==> src/rtl/encoder_dataflow_sync_if.sv <==
// +--------------------------------------------------------------------+
// | encoder_dataflow_sync_if                                           |
// | Request lines and registered encoder results, grouped as one bus.  |
// | Rev 1.0                                                            |
// +--------------------------------------------------------------------+
`default_nettype none

interface encoder_dataflow_sync_if;
  logic       a;
  logic       b;
  logic       c;
  logic [1:0] outp;
  logic       valid;
  logic       multi;

  modport master (
    output a,
    output b,
    output c,
    input  outp,
    input  valid,
    input  multi
  );

  modport slave (
    input  a,
    input  b,
    input  c,
    output outp,
    output valid,
    output multi
  );
endinterface

`default_nettype wire

==> src/rtl/encoder_dataflow_sync.sv <==
// +--------------------------------------------------------------------+
// | encoder_dataflow_sync                                              |
// | Registered 3-input priority encoder (a > b > c) with valid/multi.  |
// | Optional macro ENCODER_DATAFLOW_INSYNC_EN adds 2-flop input syncs. |
// | Rev 1.0                                                            |
// +--------------------------------------------------------------------+
`default_nettype none

module encoder_dataflow_sync #(
  parameter logic [1:0] IDLE_CODE = 2'b00
) (
  input wire clk,
  input wire rst,
  encoder_dataflow_sync_if.slave bus
);

  logic [2:0] req;

`ifdef ENCODER_DATAFLOW_INSYNC_EN
  // Two stages per line; each bit is synchronized independently.
  logic [2:0] sync1_q;
  logic [2:0] sync2_q;

  always_ff @(posedge clk) begin
    if (rst) begin
      sync1_q <= 3'b000;
      sync2_q <= 3'b000;
    end else begin
      sync1_q <= {bus.a, bus.b, bus.c};
      sync2_q <= sync1_q;
    end
  end

  assign req = sync2_q;
`else
  assign req = {bus.a, bus.b, bus.c};
`endif

  logic [1:0] outp_d;
  logic       valid_d;
  logic       multi_d;
  logic [1:0] outp_q;
  logic       valid_q;
  logic       multi_q;

  always_comb begin
    outp_d  = IDLE_CODE;
    if (req[2]) begin
      outp_d = 2'b11;
    end else if (req[1]) begin
      outp_d = 2'b10;
    end else if (req[0]) begin
      outp_d = 2'b01;
    end
    valid_d = |req;
    multi_d = (req[2] & req[1]) | (req[2] & req[0]) | (req[1] & req[0]);
  end

  always_ff @(posedge clk) begin
    if (rst) begin
      outp_q  <= IDLE_CODE;
      valid_q <= 1'b0;
      multi_q <= 1'b0;
    end else begin
      outp_q  <= outp_d;
      valid_q <= valid_d;
      multi_q <= multi_d;
    end
  end

  assign bus.outp  = outp_q;
  assign bus.valid = valid_q;
  assign bus.multi = multi_q;

endmodule

`default_nettype wire

==> src/flat_wrapper.sv <==
// flat-port wrapper written by rule: the top's interface ports become plain ports
module encoder_dataflow_sync_flat 
#(
  parameter logic [1:0] IDLE_CODE = 2'b00
)
  (clk, rst, bus_a, bus_b, bus_c, bus_outp, bus_valid, bus_multi);
  encoder_dataflow_sync_if bus_i ();
  input wire clk;
  input wire rst;
  input wire logic [$bits(bus_i.a)-1:0] bus_a;
  input wire logic [$bits(bus_i.b)-1:0] bus_b;
  input wire logic [$bits(bus_i.c)-1:0] bus_c;
  output wire logic [$bits(bus_i.outp)-1:0] bus_outp;
  output wire logic [$bits(bus_i.valid)-1:0] bus_valid;
  output wire logic [$bits(bus_i.multi)-1:0] bus_multi;
  assign bus_i.a = bus_a;
  assign bus_i.b = bus_b;
  assign bus_i.c = bus_c;
  assign bus_outp = bus_i.outp;
  assign bus_valid = bus_i.valid;
  assign bus_multi = bus_i.multi;
  encoder_dataflow_sync #(.IDLE_CODE(IDLE_CODE)) u_core (.clk(clk), .rst(rst), .bus(bus_i));
endmodule
==> config.mk <==
export PLATFORM = sky130hd
export DESIGN_NAME = encoder_dataflow_sync_flat
export DESIGN_NICKNAME = d
export VERILOG_FILES = /design/src/rtl/encoder_dataflow_sync_if.sv /design/src/rtl/encoder_dataflow_sync.sv /design/src/flat_wrapper.sv
export SDC_FILE = /design/constraint.sdc
export NUM_CORES = 1
export LEC_CHECK = 0
export BUFFER_PORTS_ARGS = -buffer_cell sky130_fd_sc_hd__buf_2
export CAP_MARGIN = 20
export CORE_AREA = 2 2 39 41
export CTS_CLUSTER_SIZE = 14
export DETAILED_ROUTE_END_ITERATION = 16
export DIE_AREA = 0 0 41 43
export HOLD_SLACK_MARGIN = 0.03
export SLEW_MARGIN = 10
export SYNTH_ARGS = -nofsm -noshare
export SYNTH_HDL_FRONTEND = slang
export SYNTH_SLANG_ARGS = --single-unit
==> constraint.sdc <==
create_clock -name clk -period 0.8 [get_ports clk]
set_input_delay 0.12 -clock clk [delete_from_list [all_inputs] [get_ports clk]]
set_output_delay 0.12 -clock clk [all_outputs]
set_load 0.01 [all_outputs]
==> results of run 1 <==
-- cell families (layout without fill, tap and decap cells) --
logic type	count (synthesis)	count (layout)	synth area share
buffers and inverters	1	12	0.02997
flip-flops	4	4	0.6400
AND/OR/NAND/NOR	6	6	0.2100
AO/OA/AOI/OAI	3	3	0.1200
-- layout by cell type (no fill, tap or decap) --
| cell | netlist | layout |
|---|---|---|
| sky130_fd_sc_hd__buf_2 | 0 | 7 |
| sky130_fd_sc_hd__dfxtp_1 | 4 | 4 |
| sky130_fd_sc_hd__nor2_1 | 3 | 3 |
| sky130_fd_sc_hd__clkbuf_4 | 0 | 3 |
| sky130_fd_sc_hd__a21oi_1 | 2 | 2 |
| sky130_fd_sc_hd__nand2_1 | 1 | 1 |
| sky130_fd_sc_hd__o21ai_1 | 1 | 1 |
| sky130_fd_sc_hd__inv_1 | 1 | 1 |
| sky130_fd_sc_hd__nand2b_1 | 1 | 1 |
| sky130_fd_sc_hd__nor3_1 | 1 | 1 |
| sky130_fd_sc_hd__buf_6 | 0 | 1 |
-- area by class of cell --
class                      count  area (µm²)  area share
inverter                       1       3.754     0.01754
tap                           16       20.02     0.09357
multi-input combinational      9       41.29      0.1930
sequential                     4       80.08      0.3743
clock buffer                   3       22.52      0.1053
timing repair buffer           8       46.29      0.2164
-- worst paths after layout --
check                                end  cells after the start          startpoint  slack [ns]
worst max-delay path         bus_outp[0]                      1  u_core.bus.outp[0]        0.04
worst min-delay path  u_core.bus.outp[0]                      2                 rst        0.09
-- power groups by stage --
stage / clock (mW) / sequential [mW] / combinational, mW
6_report: 0.240 / 0.217 / 0.0550
5_1_grt: 0.262 / 0.218 / 0.0626
4_1_cts: 0.256 / 0.216 / 0.0525
3_5_place_dp: 0 / 0.219 / 0.0523
3_3_place_gp: 0 / 0.219 / 0.0517
2_1_floorplan: 0 / 0.228 / 0.0130
-- timing repair --
| action | in CTS | in global routing |
|---|---|---|
| resized for setup | 0 | 1 |
| endpoints found under the setup margin | 0 | 1 |
| hold buffers | 0 | 0 |
-- state kept, by name, indices dropped and copies added (netlist names) --
name,count
u_core.bus.outp,2
u_core.bus.valid,1
u_core.bus.multi,1
-- routing by layer --
metal | GRT usage | vias up
met1 | 0.02236 | 56
met5 | 0 | -
met2 | 0.04375 | 5
met3 | 0.03141 | 0
li1 | - | 68
met4 | 0.06000 | 0
==> impl_summary.log, run 1 <==
[metrics] total placed cells including tap cells: 38
[metrics] overall via count from detail_route: about 130
[metrics] Die Span Y: around 43 µm
[metrics] wire length on met1: roughly 73 µm
[metrics] Post-Synthesis Cell Area: between 100 and 150 µm²
[metrics] result of the run: finished clean
[metrics] Peak supply drop: roughly 0.00028 V
[metrics] measured slew at the worst slew-check pin: 0.1476 ns
[metrics] final instance area: about 210 µm²
[metrics] Routed WL per cell: 5.707 µm
[metrics] min setup slack post-route: between 0.04 and 0.05 ns
[metrics] initial core utilization: 0.09042
[metrics] mean area per synthesized cell: about 8.9 µm²
[metrics] worst setup slack before clock tree synthesis: between 0.2 and 0.25 ns
[metrics] number of I/O port buffers: 8
[metrics] accumulated negative setup slack: 0 ns
[metrics] min-delay worst type: in -> reg
[metrics] most frequently used cell type in the post-synthesis netlist: sky130_fd_sc_hd__dfxtp_1
[metrics] Max Buffers Root-to-Sink: 2
[metrics] Gate Count Post-Synth: 14
[metrics] number of buffers created by CTS: 3
[metrics] share of flip-flops with an asynchronous set or reset after synthesis: 0
[metrics] number of enable-type register cells in the synthesized netlist: 0
[metrics] total leakage power: roughly 0.10 nW
[metrics] core area: roughly 1400 µm²
[metrics] sequential-to-total area share from yosys stat: 0.6400
[metrics] Detailed Route Iter0 Violations: 0
[metrics] headroom to the max-slew limit: 0.9008
[metrics] total number of yosys warnings: 0
[metrics] most instantiated flip-flop cell in the synthesis netlist: sky130_fd_sc_hd__dfxtp_1
[metrics] Via density: between 3 and 4
[metrics] final period demand of the worst path: between 0.7 and 0.8 ns
[metrics] maximum number of pins on one net before global-route repair: 6
[metrics] IO Count: 9
[metrics] amount of wire on met3 after detailed routing: about 36 µm
[metrics] unrepaired setup endpoints after global routing: no
[metrics] CP Data Arrival Time: approximately 0.64 ns
[metrics] critical path, cell by cell: buf_6
[metrics] type of the worst setup path: reg -> out
[metrics] Sw Share: 0.2016
[metrics] final critical-path share of the clock period: 0.9478
[metrics] Post-CTS Repair Setup Buffers: 0
[metrics] Die W: between 40 and 50 µm
[metrics] Remaining DRCs: 0
[metrics] combinational fraction of design power: 0.107
[metrics] top metal layer carrying routed signals: met3
[metrics] Remaining Overflow, GRT: 0
[metrics] Buf+Inv Stages, Crit Path: 1
[metrics] CTS tree: yes
[metrics] H-tree level count: 1
[metrics] # clock sinks: 4
[metrics] final antenna-violating net count: 0
[metrics] maximum clock frequency: approximately 1300 MHz
[metrics] total power: between 0.5 and 0.6 mW
[metrics] number of antenna violations at the first check in global routing: 0
[metrics] non-filler cells in the finished layout: 41
[metrics] clock root buffer: sky130_fd_sc_hd__clkbuf_4
[metrics] final routed wirelength across all metal layers: about 230 µm
[metrics] max_cap viols: 0
[metrics] post-CTS clock slew at the launch and capture registers of the worst setup and hold paths: 0.04 ns
[metrics] WP data required: between 0.6 and 0.7 ns
[metrics] power per standard cell area: approximately 2400 nW/µm²
[metrics] critical path's slowest cell: sky130_fd_sc_hd__dfxtp_1
[metrics] flip-flop and latch count after synthesis: 4
[metrics] share of the synthesized area in the top cell type: 0.6400
[metrics] fin nets: 32
[metrics] detailed placement HPWL: around 190 µm
[metrics] first-pass GRT wire length: ~350 µm
[metrics] met2 routed WL: around 120 µm
[metrics] area enclosed by the die boundary: around 1800 µm²
[metrics] Util after Layout: 0.1546
[metrics] Cell Int Power: 0.4085 mW
[metrics] cell area after placement: 185.2 µm²
[metrics] number of nets produced by synthesis: 19
[metrics] critical path fanouts, max: 1
[metrics] gate family responsible for the most delay along the worst path: flip-flops
[metrics] sequential share of power: 0.424
[metrics] kind of end point of the critical path: primary output
[metrics] Hold Worst Slack: 0.09304 ns
[metrics] overall track demand over capacity in global routing: 0.03607
[metrics] number of global-route vias before repair: 102
[metrics] startpoint types: register
[metrics] net switching power figure: a little over 0.1 mW
[metrics] cell type with the largest total area after synthesis: sky130_fd_sc_hd__dfxtp_1
[metrics] Row Count: 14
[metrics] final weighted congestion in routability-driven placement: approximately 0.58
[metrics] final hold vios: 0
[metrics] commonest cells in the synthesized netlist: sky130_fd_sc_hd__dfxtp_1 (4), sky130_fd_sc_hd__nor2_1 (3), sky130_fd_sc_hd__a21oi_1 (2)
[metrics] Pins Over Slew Limit: 0
[metrics] diode insertion count for antenna repair: 0
[metrics] number of iterations in the first detailed-routing pass: 1
[metrics] part of the total power dissipated in the clock network: 0.468
[metrics] Layout area overhead: 71.00%
[metrics] endpoints failing setup: 0
[metrics] top area cells in the synthesized netlist: sky130_fd_sc_hd__dfxtp_1 (64%), sky130_fd_sc_hd__nor2_1 (9.0%), sky130_fd_sc_hd__a21oi_1 (8.0%)
[metrics] library cells used by synthesis: 8
[metrics] proportion of layout cells with a drive suffix above 1: 0.4400
[metrics] Filler Cell Count: about 160
[metrics] highest cell delay on the worst timing path: between 0.3 and 0.4 ns
Power figures use the tool's default switching activity.
==> run 2, diff against run 1 <==
--- a/config.mk
+++ b/config.mk
@@ -12,6 +12,8 @@
 export DETAILED_ROUTE_END_ITERATION = 16
 export DIE_AREA = 0 0 41 43
 export HOLD_SLACK_MARGIN = 0.03
+export REMOVE_ABC_BUFFERS = 1
+export SETUP_SLACK_MARGIN = 0.2
 export SLEW_MARGIN = 10
 export SYNTH_ARGS = -nofsm -noshare
 export SYNTH_HDL_FRONTEND = slang
==> run 2 against run 1 <==
Compared with the run above:
- hold slack worse by 0.0074 ns
- sequential cell count unchanged
- clock power about the same
- largest cell class unchanged
- critical path type unchanged
- cell area is 0.58% higher
- worst setup slack got worse by 0.0034 ns
- combinational power hardly changed
- global-route usage did not move
- die area unchanged
==> impl_summary.log, run 2 (synthesis gave the netlist of run 1 again) <==
[metrics] critical path, cell by cell: buf_6 (unchanged)
[metrics] type of the worst setup path: reg -> out (unchanged)
[metrics] max FFs per register: 2 (unchanged)
[metrics] proportion of layout cells with a drive suffix above 1: 0.4800 (was 0.4400)
[metrics] Post-CTS Repair Setup Buffers: 0 (unchanged)
[metrics] final hold vios: 0 (unchanged)
[metrics] Hold Worst Slack: 0.08562 ns (was 0.09304 ns)
[metrics] hold_sp: rst (unchanged)
[metrics] critical path startpoint: u_core.bus.outp[0] (unchanged)
[metrics] Via density: 3.146 (unchanged)
[metrics] number of antenna violations at the first check in global routing: 0 (unchanged)
[metrics] clock root buffer: sky130_fd_sc_hd__clkbuf_4 (unchanged)
[metrics] min-delay worst type: in -> reg (unchanged)
[metrics] Hold-fix buffers, CTS: 0 (unchanged)
[metrics] final period demand of the worst path: 0.7617 ns (was 0.7583 ns)
[metrics] accumulated negative setup slack: 0 ns (unchanged)
[metrics] Detailed Route Iter0 Violations: 0 (unchanged)
[metrics] number of I/O port buffers: 8 (unchanged)
[metrics] Remaining DRCs: 0 (unchanged)
[metrics] maximum clock frequency: 1313 MHz (was 1319 MHz)
[metrics] CTS tree: yes (unchanged)
[metrics] WP data required: 0.68 ns (about the same)
[metrics] first-pass GRT wire length: 345 µm (unchanged)
[metrics] initial core utilization: 0.09042 (unchanged)
[metrics] final routed wirelength across all metal layers: 234 µm (unchanged)
[metrics] critical path fanouts, max: 1 (unchanged)
[metrics] final weighted congestion in routability-driven placement: 0.5797 (unchanged)
[metrics] critical path capture point: bus_outp[0] (unchanged)
[metrics] Layout area overhead: 72.00% (was 71.00%)
[metrics] total power: 0.5124 mW (was 0.5117 mW)
[metrics] Die Span Y: 43 µm (unchanged)
[metrics] final antenna-violating net count: 0 (unchanged)
[metrics] number of global-route vias before repair: 102 (unchanged)
[metrics] final critical-path share of the clock period: 0.9521 (was 0.9478)
[metrics] result of the run: finished clean (unchanged)
[metrics] headroom to the max-slew limit: 0.9008 (unchanged)
[metrics] diode insertion count for antenna repair: 0 (unchanged)
[metrics] Max Buffers Root-to-Sink: 2 (unchanged)
[metrics] post-CTS clock slew at the launch and capture registers of the worst setup and hold paths: 0.04 ns (about the same)
[metrics] power per standard cell area: 2381 nW/µm² (was 2392 nW/µm²)
[metrics] commonest cells after routing, fill and taps aside: sky130_fd_sc_hd__buf_2 (7), sky130_fd_sc_hd__nor2_1 (3), sky130_fd_sc_hd__clkbuf_4 (3), sky130_fd_sc_hd__dfxtp_1 (3), sky130_fd_sc_hd__a21oi_1 (2) (was sky130_fd_sc_hd__buf_2 (7), sky130_fd_sc_hd__dfxtp_1 (4), sky130_fd_sc_hd__nor2_1 (3), sky130_fd_sc_hd__clkbuf_4 (3), sky130_fd_sc_hd__a21oi_1 (2))
[metrics] kind of end point of the critical path: primary output (unchanged)
[metrics] Pins Over Slew Limit: 0 (unchanged)
[metrics] overall via count from detail_route: 129 (unchanged)
[metrics] CP Data Arrival Time: 0.64 ns (about the same)
[metrics] maximum number of pins on one net before global-route repair: 6 (unchanged)
[metrics] fin nets: 32 (unchanged)
[metrics] overall track demand over capacity in global routing: 0.03607 (unchanged)
[metrics] Register Area: 81.33 µm² (was 80.08 µm²)
[metrics] Die W: 41 µm (unchanged)
[metrics] stages on the worst setup path: 1 (unchanged)
[metrics] number of iterations in the first detailed-routing pass: 1 (unchanged)
[metrics] commonest non-fill, non-tap cell in the layout: sky130_fd_sc_hd__buf_2 (unchanged)
[metrics] IO Count: 9 (unchanged)
[metrics] Filler Cell Count: 161 (was 162)
[metrics] unrepaired setup endpoints after global routing: yes (was no)
[metrics] Peak supply drop: 0.0002774 V (about the same)
[metrics] critical path's slowest cell: sky130_fd_sc_hd__dfxtp_2 (was sky130_fd_sc_hd__dfxtp_1)
[metrics] number of buffers created by CTS: 3 (unchanged)
[metrics] H-tree level count: 1 (unchanged)
[metrics] footprint of the multi-input gates: 41.29 µm² (unchanged)
[metrics] area enclosed by the die boundary: 1763 µm² (unchanged)
[metrics] core area: 1384 µm² (unchanged)
[metrics] gate family responsible for the most delay along the worst path: flip-flops (unchanged)
[metrics] max_cap viols: 0 (unchanged)
[metrics] detailed placement HPWL: 189.3 µm (unchanged)
[metrics] total leakage power: 0.1031 nW (was 0.1029 nW)
[metrics] Routed WL per cell: 5.707 µm (unchanged)
[metrics] Buf+Inv Stages, Crit Path: 1 (unchanged)
[metrics] Remaining Overflow, GRT: 0 (unchanged)
[metrics] Row Count: 14 (unchanged)
[metrics] highest cell delay on the worst timing path: 0.31 ns (about the same)
[metrics] measured slew at the worst slew-check pin: 0.1476 ns (unchanged)
[metrics] endpoints failing setup: 0 (unchanged)
[metrics] startpoint types: register (unchanged)
[metrics] # clock sinks: 4 (unchanged)
## run 2: what timing repair did
action                     CTS  global route
gates resized for setup      0             2
setup endpoints to repair    4             4
pin swaps                    0             0
## run 2: cell type report
class	count	area share
sequential	4	0.3779
timing repair buffer	8	0.2151
multi-input combinational	9	0.1919
clock buffer	3	0.1047
tap	16	0.09302
inverter	1	0.01744
## run 2: worst min path at each step
stage                          to  depth (start not counted)  slack (ns)
3_3_place_gp     u_core.bus.multi                          2        0.33
3_5_place_dp   u_core.bus.outp[0]                          2        0.33
2_1_floorplan    u_core.bus.multi                          1        0.19
5_1_grt        u_core.bus.outp[0]                          2        0.09
6_report       u_core.bus.outp[0]                          2        0.09
4_1_cts        u_core.bus.outp[0]                          2        0.08
## run 2: power breakdown
group	total [mW]	internal [mW]	switching, mW
combinational	0.0550	0.0273	0.0278
clock	0.240	0.167	0.0725
sequential	0.218	0.215	0.00286
## run 2: metal layers
| layer | GRT usage | wire (µm) | up-vias |
|---|---|---|---|
| met5 | 0 | 0 | - |
| met4 | 0.06000 | 0 | 0 |
| li1 | - | - | 68 |
| met2 | 0.04375 | 124 | 5 |
| met3 | 0.03141 | 36 | 0 |
| met1 | 0.02236 | 73 | 56 |
## run 2: per-stage QoR
step / instance area, µm² / cells / util / worst slack [ns]
2_1_floorplan: 125.1 / 14 / - / 0.3492
3_3_place_gp: 185.2 / 38 / 0.1338 / 0.2030
3_5_place_dp: 185.2 / 38 / 0.1338 / 0.2068
4_1_cts: 207.7 / 41 / 0.1501 / 0.02871
5_1_grt: 215.2 / 41 / 0.1555 / 0.01098
6_report: 215.2 / 41 / 0.1555 / 0.03831
==> run 3, diff against run 2 <==
--- a/config.mk
+++ b/config.mk
@@ -7,11 +7,14 @@
 export LEC_CHECK = 0
 export BUFFER_PORTS_ARGS = -buffer_cell sky130_fd_sc_hd__buf_2
 export CAP_MARGIN = 20
+export CELL_PAD_IN_SITES_DETAIL_PLACEMENT = 0
+export CELL_PAD_IN_SITES_GLOBAL_PLACEMENT = 1
 export CORE_AREA = 2 2 39 41
 export CTS_CLUSTER_SIZE = 14
 export DETAILED_ROUTE_END_ITERATION = 16
 export DIE_AREA = 0 0 41 43
 export HOLD_SLACK_MARGIN = 0.03
+export PLACE_DENSITY_LB_ADDON = 0.1
 export REMOVE_ABC_BUFFERS = 1
 export SETUP_SLACK_MARGIN = 0.2
 export SLEW_MARGIN = 10
==> run 3 against run 2 <==
Compared with the run above:
- sequential cell count stayed put
- critical path depth stayed put
- global-route usage is 0.90 points higher
- clock-buffer cell count stayed put
- largest power group unchanged
- non-clock buffer count stayed put
- largest cell class unchanged
- first-iteration DRC count stayed put
- wire length is 18% higher
- combinational power is 4.9% lower
- hold slack better by 0.012 ns
- highest routed layer unchanged
- clock power hardly changed
- sequential share of layout area is 0.76 points higher
==> impl_summary.log, run 3 (synthesis gave the netlist of run 1 again) <==
[metrics] number of global-route vias before repair: 113 (was 102)
[metrics] type of the worst setup path: reg -> out (unchanged)
[metrics] highest cell delay on the worst timing path: 0.28 ns (was 0.31 ns)
[metrics] proportion of layout cells with a drive suffix above 1: 0.4400 (was 0.4800)
[metrics] part of the total power dissipated in the clock network: 0.472 (was 0.468)
[metrics] diode insertion count for antenna repair: 0 (unchanged)
[metrics] accumulated negative setup slack: 0 ns (unchanged)
[metrics] Pins Over Slew Limit: 0 (unchanged)
[metrics] critical path fanouts, max: 1 (unchanged)
[metrics] Post-CTS Repair Setup Buffers: 0 (unchanged)
[metrics] post-CTS clock slew at the launch and capture registers of the worst setup and hold paths: 0.04 ns (about the same)
[metrics] # clock sinks: 4 (unchanged)
[metrics] final weighted congestion in routability-driven placement: 0.6103 (was 0.5797)
[metrics] Row Count: 14 (unchanged)
[metrics] maximum number of pins on one net before global-route repair: 6 (unchanged)
[metrics] final instance area: 207.7 µm² (was 215.2 µm²)
[metrics] Die W: 41 µm (unchanged)
[metrics] final hold vios: 0 (unchanged)
[metrics] CTS tree: yes (unchanged)
[metrics] max FFs per register: 2 (unchanged)
[metrics] commonest non-fill, non-tap cell in the layout: sky130_fd_sc_hd__buf_2 (unchanged)
[metrics] number of buffers created by CTS: 3 (unchanged)
[metrics] detailed placement HPWL: 222.7 µm (was 189.3 µm)
[metrics] endpoints failing setup: 0 (unchanged)
[metrics] unrepaired setup endpoints after global routing: yes (unchanged)
[metrics] headroom to the max-slew limit: 0.9019 (was 0.9008)
[metrics] total leakage power: 0.1013 nW (was 0.1031 nW)
[metrics] H-tree level count: 1 (unchanged)
[metrics] final antenna-violating net count: 0 (unchanged)
[metrics] Hold-fix buffers, CTS: 0 (unchanged)
[metrics] WP data required: 0.68 ns (about the same)
[metrics] power per standard cell area: 2451 nW/µm² (was 2381 nW/µm²)
[metrics] Resize count post-CTS: 0 (unchanged)
[metrics] initial core utilization: 0.09042 (unchanged)
[metrics] sequential share of power: 0.425 (about the same)
[metrics] IO Count: 9 (unchanged)
[metrics] overall via count from detail_route: 123 (was 129)
[metrics] cell area after placement: 185.2 µm² (unchanged)
[metrics] startpoint types: register (unchanged)
[metrics] clock root buffer: sky130_fd_sc_hd__clkbuf_4 (unchanged)
[metrics] gate family responsible for the most delay along the worst path: flip-flops (unchanged)
[metrics] Die Span Y: 43 µm (unchanged)
[metrics] min-delay worst type: in -> reg (unchanged)
[metrics] final period demand of the worst path: 0.7600 ns (was 0.7617 ns)
[metrics] critical path, cell by cell: buf_2 (was buf_6)
[metrics] number of I/O port buffers: 8 (unchanged)
[metrics] net switching power figure: 0.1042 mW (was 0.1032 mW)
[metrics] final routed wirelength across all metal layers: 275 µm (was 234 µm)
[metrics] core area: 1384 µm² (unchanged)
[metrics] Via density: 3.000 (was 3.146)
[metrics] result of the run: finished clean (unchanged)
[metrics] number of iterations in the first detailed-routing pass: 1 (unchanged)
[metrics] number of antenna violations at the first check in global routing: 0 (unchanged)
[metrics] Sw Share: 0.2047 (was 0.2013)
[metrics] combinational fraction of design power: 0.103 (was 0.107)
[metrics] Detailed Route Iter0 Violations: 0 (unchanged)
[metrics] kind of end point of the critical path: primary output (unchanged)
[metrics] Peak supply drop: 0.0002941 V (was 0.0002774 V)
[metrics] Max Buffers Root-to-Sink: 2 (unchanged)
[metrics] Routed WL per cell: 6.707 µm (was 5.707 µm)
[metrics] Buf+Inv Stages, Crit Path: 1 (unchanged)
[metrics] measured slew at the worst slew-check pin: 0.1460 ns (was 0.1476 ns)
[metrics] Cell Int Power: 0.4049 mW (was 0.4092 mW)
[metrics] final critical-path share of the clock period: 0.9500 (was 0.9521)
[metrics] Remaining Overflow, GRT: 0 (unchanged)
[metrics] commonest cells after routing, fill and taps aside: sky130_fd_sc_hd__buf_2 (8), sky130_fd_sc_hd__dfxtp_1 (4), sky130_fd_sc_hd__nor2_1 (3), sky130_fd_sc_hd__clkbuf_4 (3), sky130_fd_sc_hd__a21oi_1 (2) (was sky130_fd_sc_hd__buf_2 (7), sky130_fd_sc_hd__nor2_1 (3), sky130_fd_sc_hd__clkbuf_4 (3), sky130_fd_sc_hd__dfxtp_1 (3), sky130_fd_sc_hd__a21oi_1 (2))
[metrics] critical path's slowest cell: sky130_fd_sc_hd__dfxtp_1 (was sky130_fd_sc_hd__dfxtp_2)
[metrics] area enclosed by the die boundary: 1763 µm² (unchanged)
[metrics] overall track demand over capacity in global routing: 0.04509 (was 0.03607)
[metrics] Filler Cell Count: 160 (was 161)
[metrics] first-pass GRT wire length: 420 µm (was 345 µm)
[metrics] max_cap viols: 0 (unchanged)
[metrics] maximum clock frequency: 1316 MHz (was 1313 MHz)
[metrics] CP Data Arrival Time: 0.64 ns (about the same)
[metrics] Remaining DRCs: 0 (unchanged)
[metrics] fin nets: 32 (unchanged)
[metrics] Layout area overhead: 66.00% (was 72.00%)
run 3: power groups by stage:
stage	combinational, mW	sequential (mW)	clock (mW)
floorplan	0.0130	0.228	0
global placement	0.0534	0.219	0
detailed placement	0.0533	0.219	0
CTS	0.0534	0.216	0.257
global route	0.0603	0.217	0.263
finish	0.0523	0.216	0.240
run 3: through the flow:
| step | instances | hold slack [ns] | power, mW | util | worst slack [ns] |
|---|---|---|---|---|---|
| after floorplan | 14 | 0.1891 | 0.2409 | - | 0.3492 |
| after global placement | 38 | 0.3399 | 0.2725 | 0.1338 | 0.1721 |
| after detailed placement | 38 | 0.3364 | 0.2726 | 0.1338 | 0.2011 |
| after CTS | 41 | 0.08556 | 0.5269 | 0.1501 | 0.02589 |
| after global routing | 41 | 0.1069 | 0.5406 | 0.1501 | 0.009693 |
| final | 41 | 0.09758 | 0.5091 | 0.1501 | 0.04002 |
run 3: metal layers:
layer / GRT usage / up-vias / share of wire / wire [µm]
li1: - / 68 / - / -
met1: 0.05112 / 46 / 0.44 / 121
met2: 0.03438 / 9 / 0.33 / 91
met3: 0.01571 / 0 / 0.23 / 62
met4: 0.1000 / 0 / 0 / 0
met5: 0 / - / 0 / 0
run 3: area by class of cell:
class | instances | area [µm²] | share of cell area
Sequential cell | 4 | 80.08 | 0.3855
Timing Repair Buffer | 8 | 40.04 | 0.1928
Multi-Input combinational cell | 9 | 41.29 | 0.1988
Inverter | 1 | 3.754 | 0.01807
Tap cell | 16 | 20.02 | 0.09639
Clock buffer | 3 | 22.52 | 0.1084
run 3: path summary, 6_finish.rpt:
check	from	end	slack [ns]	cells past startpoint
worst min-delay path	rst	u_core.bus.outp[0]	0.1	2
worst max-delay path	u_core.bus.outp[0]	bus_outp[0]	0.04	1
